===== src/rtl/mod_n_counter.sv =====
// mod_n_counter: parametrised modulo-N up/down counter.
// Counts through 0..MODULUS-1 with wrap (SATURATE=0) or hold (SATURATE=1)
// at the end of the range. Instances cascade by driving the next stage's
// enable from this stage's terminal output.
//
// Parameters:
//   WIDTH     counter width in bits (2..16)
//   MODULUS   count range 0..MODULUS-1 (2..2**WIDTH)
//   SATURATE  0 = wrap at end of range, 1 = hold at end of range
//
// Ports:
//   clock       in   rising-edge clock
//   reset_n     in   asynchronous active-low reset
//   enable      in   count step permitted this cycle
//   up_down     in   1 = count up, 0 = count down
//   clear       in   synchronous clear to 0 (highest priority)
//   load        in   synchronous parallel load
//   load_value  in   value applied on load (clamped to MODULUS-1)
//   count       out  current count, registered
//   terminal    out  combinational: enable and count at end of range
//   wrap        out  registered pulse: a wrap happened on the last edge
//   load_error  out  registered pulse: the last load was clamped
module mod_n_counter #(
  parameter int WIDTH    = 4,
  parameter int MODULUS  = 11,
  parameter int SATURATE = 0
) (
  input  logic             clock,
  input  logic             reset_n,
  input  logic             enable,
  input  logic             up_down,
  input  logic             clear,
  input  logic             load,
  input  logic [WIDTH-1:0] load_value,
  output logic [WIDTH-1:0] count,
  output logic             terminal,
  output logic             wrap,
  output logic             load_error
);

  if (WIDTH < 2 || WIDTH > 16) begin : g_bad_width
    $error("mod_n_counter: WIDTH must be in 2..16");
  end
  if (MODULUS < 2 || MODULUS > (1 << WIDTH)) begin : g_bad_modulus
    $error("mod_n_counter: MODULUS must be in 2..2**WIDTH");
  end

  // Largest legal count. Computing it here keeps every compare at WIDTH
  // bits, which also covers MODULUS == 2**WIDTH without a wider operand.
  localparam logic [WIDTH-1:0] MAX_COUNT = WIDTH'(MODULUS - 1);
  localparam logic [WIDTH-1:0] ONE       = WIDTH'(1);

  logic             at_max;
  logic             at_zero;
  logic             load_ok;
  logic [WIDTH-1:0] count_nxt;
  logic             wrap_nxt;
  logic             load_error_nxt;

  assign at_max   = (count == MAX_COUNT);
  assign at_zero  = (count == '0);
  assign load_ok  = (load_value <= MAX_COUNT);
  assign terminal = enable & (up_down ? at_max : at_zero);

  always_comb begin
    count_nxt      = count;
    wrap_nxt       = 1'b0;
    load_error_nxt = 1'b0;
    if (clear) begin
      count_nxt = '0;
    end else if (load) begin
      if (load_ok) begin
        count_nxt = load_value;
      end else begin
        count_nxt      = MAX_COUNT;
        load_error_nxt = 1'b1;
      end
    end else if (enable) begin
      if (up_down) begin
        if (!at_max) begin
          count_nxt = count + ONE;
        end else if (SATURATE == 0) begin
          count_nxt = '0;
          wrap_nxt  = 1'b1;
        end
      end else begin
        if (!at_zero) begin
          count_nxt = count - ONE;
        end else if (SATURATE == 0) begin
          count_nxt = MAX_COUNT;
          wrap_nxt  = 1'b1;
        end
      end
    end
  end

  always_ff @(posedge clock or negedge reset_n) begin
    if (!reset_n) begin
      count      <= '0;
      wrap       <= 1'b0;
      load_error <= 1'b0;
    end else begin
      count      <= count_nxt;
      wrap       <= wrap_nxt;
      load_error <= load_error_nxt;
    end
  end

endmodule


===== config.mk =====
export PLATFORM = sky130hd
export DESIGN_NAME = mod_n_counter
export DESIGN_NICKNAME = d
export VERILOG_FILES = /design/src/rtl/mod_n_counter.sv
export SDC_FILE = /design/constraint.sdc
export NUM_CORES = 1
export LEC_CHECK = 0
export BUFFER_PORTS_ARGS = -buffer_cell sky130_fd_sc_hd__buf_4
export CAP_MARGIN = 5
export CORE_AREA = 2 2 39 41
export DETAILED_ROUTE_END_ITERATION = 16
export DIE_AREA = 0 0 41 43
export PLACE_DENSITY = 0.74
export SLEW_MARGIN = 20
export SYNTH_ARGS = -nofsm -noshare
export SYNTH_HDL_FRONTEND = slang
export SYNTH_SLANG_ARGS = --single-unit

===== constraint.sdc =====
create_clock -name clock -period 2.8 [get_ports clock]
set_input_delay 0.7 -clock clock [delete_from_list [all_inputs] [get_ports clock]]
set_output_delay 0.7 -clock clock [all_outputs]
set_load 0.05 [all_outputs]

# Word-level counts from Yosys, hierarchy flattened

Index checks and enable logic that the tools add are counted.

Flip-flop bits (word level): 6

$add $sub $neg: 2
$lt $le $gt $ge: 1
Eq/ne operators: 1
Muxes and demuxes: 17
Bitwise operators: 1
Reductions and logical operators: 2

Operators by type and width:

| kind                | number |
|---|---|
| $mux 4              | 7 |
| $mux 1              | 10 |
| $add 4x1->4 const B | 1 |
| $eq 4x4->1 const B  | 1 |
| $le 4x4->1 const B  | 1 |
| $logic_not 4->1     | 1 |
| $sub 4x1->4 const B | 1 |
| $reduce_bool 3->1   | 1 |
| $and 1x1->1         | 1 |

# Logic depth before layout (Yosys ltp)

Gate-level depths: netlist (run 1).

Depth after elaboration: 6
Depth in mapped cells: 6

# Worst setup path after synthesis (run 1)

Ideal clock, no wire load.

Path type: reg-to-output
From: register count[1]
To: output port terminal
Arrival time: 1,672 ps
Required time: 2,100 ps
Slack: 428 ps
Cell stages (with the launch flop): 6
Path buffers: 0
Cells stage by stage: dfrtp_1 -> inv_1 -> ha_1 -> or3b_1 -> a21oi_2 -> and2_4

Word-level cells in the longest chain between the ends: 3

Ends and longest elaborated chain:

| element                                              | line   | source |
|---|---|---|
| start, declared                                      | 35     | `output logic [WIDTH-1:0] count,` |
| start signal, assigned                               | 103    | `count <= count_nxt;` |
| $eq 4x4->1 / $logic_not 4->1 (equally long branches) | 60, 61 |  |
| $mux 1 (*)                                           | 63     | `assign terminal = enable & (up_down ? at_max : at_zero);` |
| $and 1x1->1 (*)                                      | 63     |  |
| end, declared                                        | 36     | `output logic terminal,` |

Every way passes the cells marked *; elsewhere a longest branch is shown, timed or not.

# Final worst setup path (run 1)

Same ends and word-level chain as after synthesis.

==> reports/results.txt, run 1 <==
Worst Path Buf+Inv = 2
Max-cap violation count = 0
Status = completed
Post-Synthesis Cell Area = 514 sq um
Synth top area share = 0.292
Critical path's slowest cell = dfrtp_1
Worst-case reg-to-reg path depth = 6
CTS H-tree lvls = 1
Lkg Pwr = 0.303 nW
P_sw = 0.0000918 W
Max incr delay on CP = 450 ps
Reg2reg start = count[1]
YS warnings = 0
Die W = 41 um
Synth top area cells = dfrtp_1 29%, ha_1 9.7%, o21ai_0 5.8%
Worst EP arrival = 1850 ps
CP Cell Sequence = inv_1 -> ha_1 -> or3b_1 -> a21oi_2 -> and2_4 -> buf_4
Worst path top cell family by delay = simple AND/OR/NAND/NOR gates
Cts repair resizes = 0
Post-DP HPWL = 963 um
Routed wire length = 1.23 mm
Power density over cell area = 411 nW/um^2
CTS tree = yes
Clock latency on the worst-skew pair = 240 ps
Mean Syn Cell Area = 8.72 sq um
Area growth from synthesis to layout = 27.3%
Tot GR Track Use = 0.164
Share of layout cells above drive strength 1 = 0.329
Synth cell types = 31
Logic gate share of total power = 0.335
Post-Synthesis Cells = 59
Root Buffer = clkbuf_4
Register area share after synthesis = 0.292
First-pass GRT wire length = 1.92 mm
DR vias/cell = 5.64
Worst slew pin tran = 334 ps
Largest net degree at the start of global routing = 12
DRT Pass-1 Iters = 4
Synth area leader = dfrtp_1
Die area = 1760 sq um
WS Path Type = reg2out
Power Internal = 0.000177 W
Yosys reg bits = 6
Worst-case clock skew = 0.174 ps
CTS max path bufs = 2
Clock group share of total power = 0.293
Vias in the first global route = 468
Core area = 1380 sq um
Synth Flop Type = dfrtp_1
Crit path launch type = register
# port buffers = 16
TritonCTS Sinks = 6
Flop pwr share = 0.372
Reg2reg setup slack = 1110 ps
Final Cycle Share = 0.909
Initial Util = 0.372
Syn nets = 73
I/O pin count = 17
Final min period = 2550 ps
DRC violations left = 0
Hold Crit Class = in2async
Num rows = 14
Max-slew headroom = 0.777
Endpoint class of the critical path = output port
Fmax = 393 MHz
Starting DRC count in detailed routing = 20
Clk slew on worst S/H paths = 40 ps
Final slew viol count = 0
Sum Neg Setup Slack = 0 ps
R2r endpoint = count[0]
Power consumption = 0.000269 W
RePlAce Congestion = 0.838
Maximum vdd drop = 0.0000946 V
Crit-path max FO = 7
Sw Ratio = 0.341
Hold Slack = 257 ps
Setup Buffers After CTS = 0
Hold Buf Count CTS = 0
Synth cell count leaders = 6 x dfrtp_1, 6 x o21ai_0, 5 x a21oi_1
CTS buffer count = 3
Initial antenna violation count = 0
Die Ht = 43 um
RSZ-0062 raised after global routing = no
DR WL/cell = 13.3 um
Worst EP required = 2100 ps
DRT antenna net count = 0
Fraction of registers with async set/reset = 1.00
GRT overflow = 0
Post-synth EDFFs = 0
Layout net count = 92
Ant diodes = 0
Final core utilization = 0.473
Hold Vio Cnt, Final = 0
Count of final setup violators = 0
Vias = 519
==> cell usage in the layout, fill, tap and decap left out, types with 2 or more instances in the layout <==
cell type,count
a21oi_1,5
inv_1,4
a31oi_1,2
nand2_1,4
or3_1,2
buf_4,17
o21ai_0,6
nand3_1,2
clkbuf_4,3
nor2_1,2
ha_1,4
dfrtp_1,6
==> layer usage <==
layer | GRT usage | wire, um | up-vias
li1 | - | - | 252
met1 | 0.163 | 480 | 239
met2 | 0.269 | 640 | 24
met3 | 0.0314 | 66 | 4
met4 | 0.140 | 40 | 0
met5 | 0 | 0 | -
==> final cells by class <==
| cell class | count | area [sq um] |
|---|---|---|
| fill | 140 | 729 |
| multi-input combinational | 46 | 319 |
| sequential | 6 | 150 |
| timing repair buffer | 17 | 128 |
| clock buffer | 3 | 22.5 |
| tap | 16 | 20.0 |
| inverter | 4 | 15.0 |
==> state kept, by name (all words and copies together), names as in the netlist <==
name	count
load_error	1
count	4
wrap	1
==> cell families after synthesis <==
family	share of synthesized area
AO/OA/AOI/OAI	0.294
AND/OR/NAND/NOR	0.229
buffers and inverters	0.0876
flip-flops	0.292
adder cells (fa/ha/maj)	0.0973
==> through the flow <==
stage	cell area (sq um)	setup slack [ps]	cells
finish	654	255	92
global route	654	140	92
CTS	654	224	92
detailed placement	632	414	89
global placement	632	414	89
floorplan	514	428	59
==> power groups by stage <==
stage	Clock, W	Combinational, W	Sequential [W]
floorplan	0	0.0000445	0.000115
global placement	0	0.0000889	0.000101
detailed placement	0	0.0000903	0.000102
CTS	0.0000808	0.0000905	0.000100
global route	0.0000872	0.0000977	0.000101
finish	0.0000788	0.0000902	0.0000999
==> worst max-delay path by stage <==
stage          startpoint  endpoint  slack, ps  cells after the start
3_3_place_gp      up_down  terminal        410                      5
4_1_cts          count[1]  terminal        220                      6
5_1_grt          count[1]  terminal        140                      6
6_report         count[1]  terminal        250                      6
2_1_floorplan    count[1]  terminal        430                      5
3_5_place_dp      up_down  terminal        410                      5
No activity file was read; power rests on OpenSTA's default activity.
==> inputs of run 2 (changes only) <==
- BUFFER_PORTS_ARGS: -buffer_cell sky130_fd_sc_hd__buf_4 -> not set
- DONT_BUFFER_PORTS: not set -> 1
- PLACE_DENSITY: 0.74 -> 0.65
- clock period: 2.8 -> 2.1 ns (I/O delays scaled with it)
==> run 2 against run 1 <==
  * The flow now finishes with violations (setup timing)
  * Count of clock-buffer cells in the layout up 1
  * Largest cell class unchanged
  * Core utilization down 2.9 points
  * Non-clock buffer count down 9
  * Combinational power up 19%
  * Wire length down 8.6%
  * Critical path depth down 1
==> reports/results.txt, run 2 (same netlist as run 1, synthesis figures left out) <==
Status = finished with violations
Failing checks = setup timing
Vias = 465
Biggest register = count
Area growth from synthesis to layout = 19.5%
DR WL/cell = 13.4 um
DRT Pass-1 Iters = 4
Max incr delay on CP = 400 ps
Maximum vdd drop = 0.000340 V
Share of layout cells above drive strength 1 = 0.309
Cell Count, Final, Fillers Out = 84
Final worst slack = -39.9 ps
Largest net degree at the start of global routing = 12
CP Cell Sequence = inv_2 -> ha_4 -> or3b_1 -> a21oi_2 -> and2_4
Post-Place Cells = 77
Post-DP HPWL = 853 um
Ant diodes = 0
Layout net count = 83
DRC violations left = 0
Root Buffer = clkbuf_4
Fmax = 467 MHz
Multi-input gate area = 334 sq um
Hold path endpoint = count[1]
Crit-path max FO = 3
Vias in the first global route = 440
Top Registers = count (4), load_error (1), wrap (1)
Crit path launch type = register
Die Ht = 43 um
Pre-CTS setup slack = 167 ps
Hold Vio Cnt, Final = 0
Count of final setup violators = 1
Power density over cell area = 581 nW/um^2
Max reg flops = 4
Final Cycle Share = 1.02
Lkg Pwr = 0.256 nW
RSZ-0062 raised after global routing = yes
Clock latency on the worst-skew pair = 250 ps
Final min period = 2140 ps
CTS tree = yes
Hold Crit Class = in2reg
Initial antenna violation count = 0
Num rows = 14
R2r endpoint = count[0]
# port buffers = 0
Reg2reg start = count[1]
Reg2reg setup slack = 450 ps
DRT antenna net count = 0
Worst Path Buf+Inv = 1
Most frequent cells in the layout = 6 x o21ai_0, 6 x buf_4, 5 x a21oi_1
Die area = 1760 sq um
CTS buffer count = 3
Final slew viol count = 0
Core area = 1380 sq um
Worst-case reg-to-reg path depth = 6
Max-cap violation count = 0
FF/Latch Area = 153 sq um
DR vias/cell = 5.54
Max-slew headroom = 0.708
# fillers = 126
Routed wire length = 1.12 mm
Die W = 41 um
I/O pin count = 17
Worst Hold Path Cells = 1
Initial Util = 0.372
Clk slew on worst S/H paths = 60 ps
Tot GR Track Use = 0.157
Worst path top cell family by delay = simple AND/OR/NAND/NOR gates
Critical path's slowest cell = dfrtp_2
Hold Startpoint = clear
Power consumption = 0.000357 W
WS Path Type = reg2out
Endpoint class of the critical path = output port
Final core utilization = 0.444
First-pass GRT wire length = 1.86 mm
TritonCTS Sinks = 6
RePlAce Congestion = 0.819
Starting DRC count in detailed routing = 13
Worst-case clock skew = 15.2 ps
CTS max path bufs = 2
CTS H-tree lvls = 1
Worst EP arrival = 1610 ps
GRT overflow = 0
Worst EP required = 1570 ps
Hold Slack = 325 ps
Worst slew pin tran = 439 ps
[run 2: changes by cell type in the layout (fill, tap and decap cells not counted)]
cell           before  now
ha_1                4    2
ha_2                0    1
buf_6               0    1
inv_2               0    2
dlygate4sd3_1       0    1
clkbuf_1            0    1
ha_4                0    1
inv_1               4    2
dfrtp_1             6    4
buf_4              17    6
dfrtp_2             0    2
[run 2: area by class of cell]
cell class,count,share of cell area
clock buffer,4,0.0428
multi-input combinational,46,0.544
inverter,4,0.0244
sequential,6,0.248
timing repair buffer,8,0.108
tap,16,0.0326
[run 2: timing repair]
item,4_1_cts,5_1_grt
setup endpoints to repair,1,1
buffers inserted,2,0
resized for setup,6,0
hold buffers,1,0
pin swaps,2,0
endpoints found under the hold margin,6,0
[run 2: metrics by stage]
step	area [sq um]	TNS [ps]
after floorplan	517	0
after global placement	544	0
after detailed placement	544	0
after CTS	614	-40.4
after global routing	614	-108
final	614	-39.9
[run 2: power by group]
group / leakage, nW / switching, W / internal (W)
Sequential: 0.0775 / 0.00000949 / 0.000123
Combinational: 0.163 / 0.0000623 / 0.0000443
Clock: 0.0150 / 0.0000456 / 0.0000722
Total: 0.256 / 0.000117 / 0.000239
[run 2: worst max-delay path by stage]
| stage | start | to | slack (ps) | depth (start not counted) |
|---|---|---|---|---|
| after floorplan | count[1] | terminal | 20 | 5 |
| after global placement | count[0] | terminal | 180 | 5 |
| after detailed placement | count[1] | terminal | 170 | 5 |
| after CTS | count[0] | terminal | -40 | 5 |
| after global routing | count[0] | terminal | -110 | 5 |
| final | count[0] | terminal | -40 | 5 |
[run 2: metal layers]
layer	GRT usage	wire length, um	vias up
met5	0	0	-
met4	0.0400	0	0
met3	0.0628	54	0
met2	0.244	582	9
met1	0.194	484	220
li1	-	-	236
==> inputs of run 3 (changes only) <==
- SETUP_SLACK_MARGIN: not set -> 0.4
- SKIP_CTS_REPAIR_TIMING: not set -> 1
==> run 3 against run 2 <==
  * The flow still finishes with violations (setup timing)
  * First-iteration DRC count grew 31%
  * Global-route usage grew 0.36 points
  * Via count increased by 2.4%
  * Clock skew shrank 1.9 ps
  * Die area did not move
  * Combinational power shrank 4%
  * Critical path type unchanged
  * Highest routed layer unchanged
  * Wire length is 3.1% higher
  * Design area shrank 0.20%
  * Critical path depth did not move
  * Clock power about the same
  * Sequential power is 3% higher
  * Largest power group unchanged
  * Total power is 0.54% higher
==> reports/results.txt, run 3 (same netlist as run 1, synthesis figures left out) <==
Top Registers = count (4), load_error (1), wrap (1)
Power consumption = 0.000359 W
CTS H-tree lvls = 1
Share of layout cells above drive strength 1 = 0.343
Core area = 1380 sq um
Tot GR Track Use = 0.160
Area growth from synthesis to layout = 19.2%
Pre-CTS setup slack = 207 ps
Max incr delay on CP = 410 ps
Clk slew on worst S/H paths = 60 ps
DRC violations left = 0
Die area = 1760 sq um
Initial antenna violation count = 0
Ant diodes = 0
Critical path's slowest cell = dfrtp_2
Final worst slack = -69.8 ps
Die W = 41 um
Starting DRC count in detailed routing = 17
First-pass GRT wire length = 1.84 mm
Power density over cell area = 585 nW/um^2
Max reg flops = 4
Crit-path max FO = 3
Worst EP required = 1570 ps
CTS buffer count = 3
Reg2reg setup slack = 420 ps
Vias in the first global route = 407
Worst path top cell family by delay = simple AND/OR/NAND/NOR gates
Fmax = 461 MHz
Met2 usage = 0.241
Met3 Use GR = 0.0890
Crit path launch type = register
DR WL/cell = 13.9 um
Hold Crit Class = in2reg
Initial Util = 0.372
Worst slew pin tran = 450 ps
Final min period = 2170 ps
GRT overflow = 0
RePlAce Congestion = 0.824
Max-cap violation count = 0
Root Buffer = clkbuf_4
WS Path Type = reg2out
Worst-case clock skew = 13.3 ps
Most frequent cells in the layout = 6 x o21ai_0, 6 x buf_4, 5 x a21oi_1
Worst EP arrival = 1640 ps
I/O pin count = 17
Routed wire length = 1.16 mm
Failing checks = setup timing
CTS tree = yes
GR met1 Demand/Resource = 0.192
Worst Path Buf+Inv = 1
Status = finished with violations
Vias = 476
DR vias/cell = 5.73
GRT Max-Usage Layer = met2
Die Ht = 43 um
Endpoint class of the critical path = output port
Count of final setup violators = 1
Num rows = 14
Hold Vio Cnt, Final = 0
Max-slew headroom = 0.700
Maximum vdd drop = 0.000489 V
Hold path endpoint = count[0]
Crit path depth = 5
Largest net degree at the start of global routing = 12
DRT Pass-1 Iters = 4
Layout net count = 82
Worst-case reg-to-reg path depth = 6
Reg2reg start = count[1]
Hold Startpoint = clear
RSZ-0062 raised after global routing = yes
DRT antenna net count = 0
TritonCTS Sinks = 6
Worst Hold Path Cells = 1
R2r endpoint = wrap
Final Cycle Share = 1.03
CP Cell Sequence = inv_2 -> ha_4 -> or3b_4 -> a21oi_2 -> and2_4
Biggest register = count
Lkg Pwr = 0.250 nW
Final slew viol count = 0
Clock latency on the worst-skew pair = 250 ps
CTS max path bufs = 2
# port buffers = 0
Post-DP HPWL = 879 um
-- run 3: how the worst max path moves through the flow --
| stage | start | slack, ps | endpoint |
|---|---|---|---|
| after CTS | count[1] | -80 | terminal |
| after floorplan | count[1] | 80 | terminal |
| after global routing | count[1] | -120 | terminal |
| after global placement | count[1] | 210 | terminal |
| final | count[1] | -70 | terminal |
| after detailed placement | count[1] | 210 | terminal |
-- run 3: stage by stage --
stage | cells | hold WS, ps | utilization | instance area (sq um) | TNS (ps)
3_5_place_dp | 76 | 230 | 0.398 | 551 | 0
4_1_cts | 80 | -47.3 | 0.417 | 577 | -81.4
5_1_grt | 83 | 306 | 0.443 | 613 | -122
6_report | 83 | 319 | 0.443 | 613 | -69.8
2_1_floorplan | 59 | 229 | - | 531 | 0
3_3_place_gp | 76 | 230 | 0.398 | 551 | 0
-- run 3: area by class of cell --
class	count	area [sq um]
multi-input cells	46	343
fillers	146	771
clock buffers	4	26.3
well taps	16	20.0
repair buffers	7	55.1
inverters	4	15.0
flip-flops and latches	6	154
-- run 3: power breakdown --
group / internal [W] / switching [W] / leakage [nW]
Combinational: 0.0000441 / 0.0000589 / 0.159
Sequential: 0.000123 / 0.0000126 / 0.0761
Clock: 0.0000723 / 0.0000477 / 0.0150
-- run 3: per-layer routing --
layer	part of all wire	vias up	routed length [um]
li1	-	234	-
met4	0	0	0
met5	0	-	0
met1	0.41	224	479
met2	0.51	18	587
met3	0.078	0	90
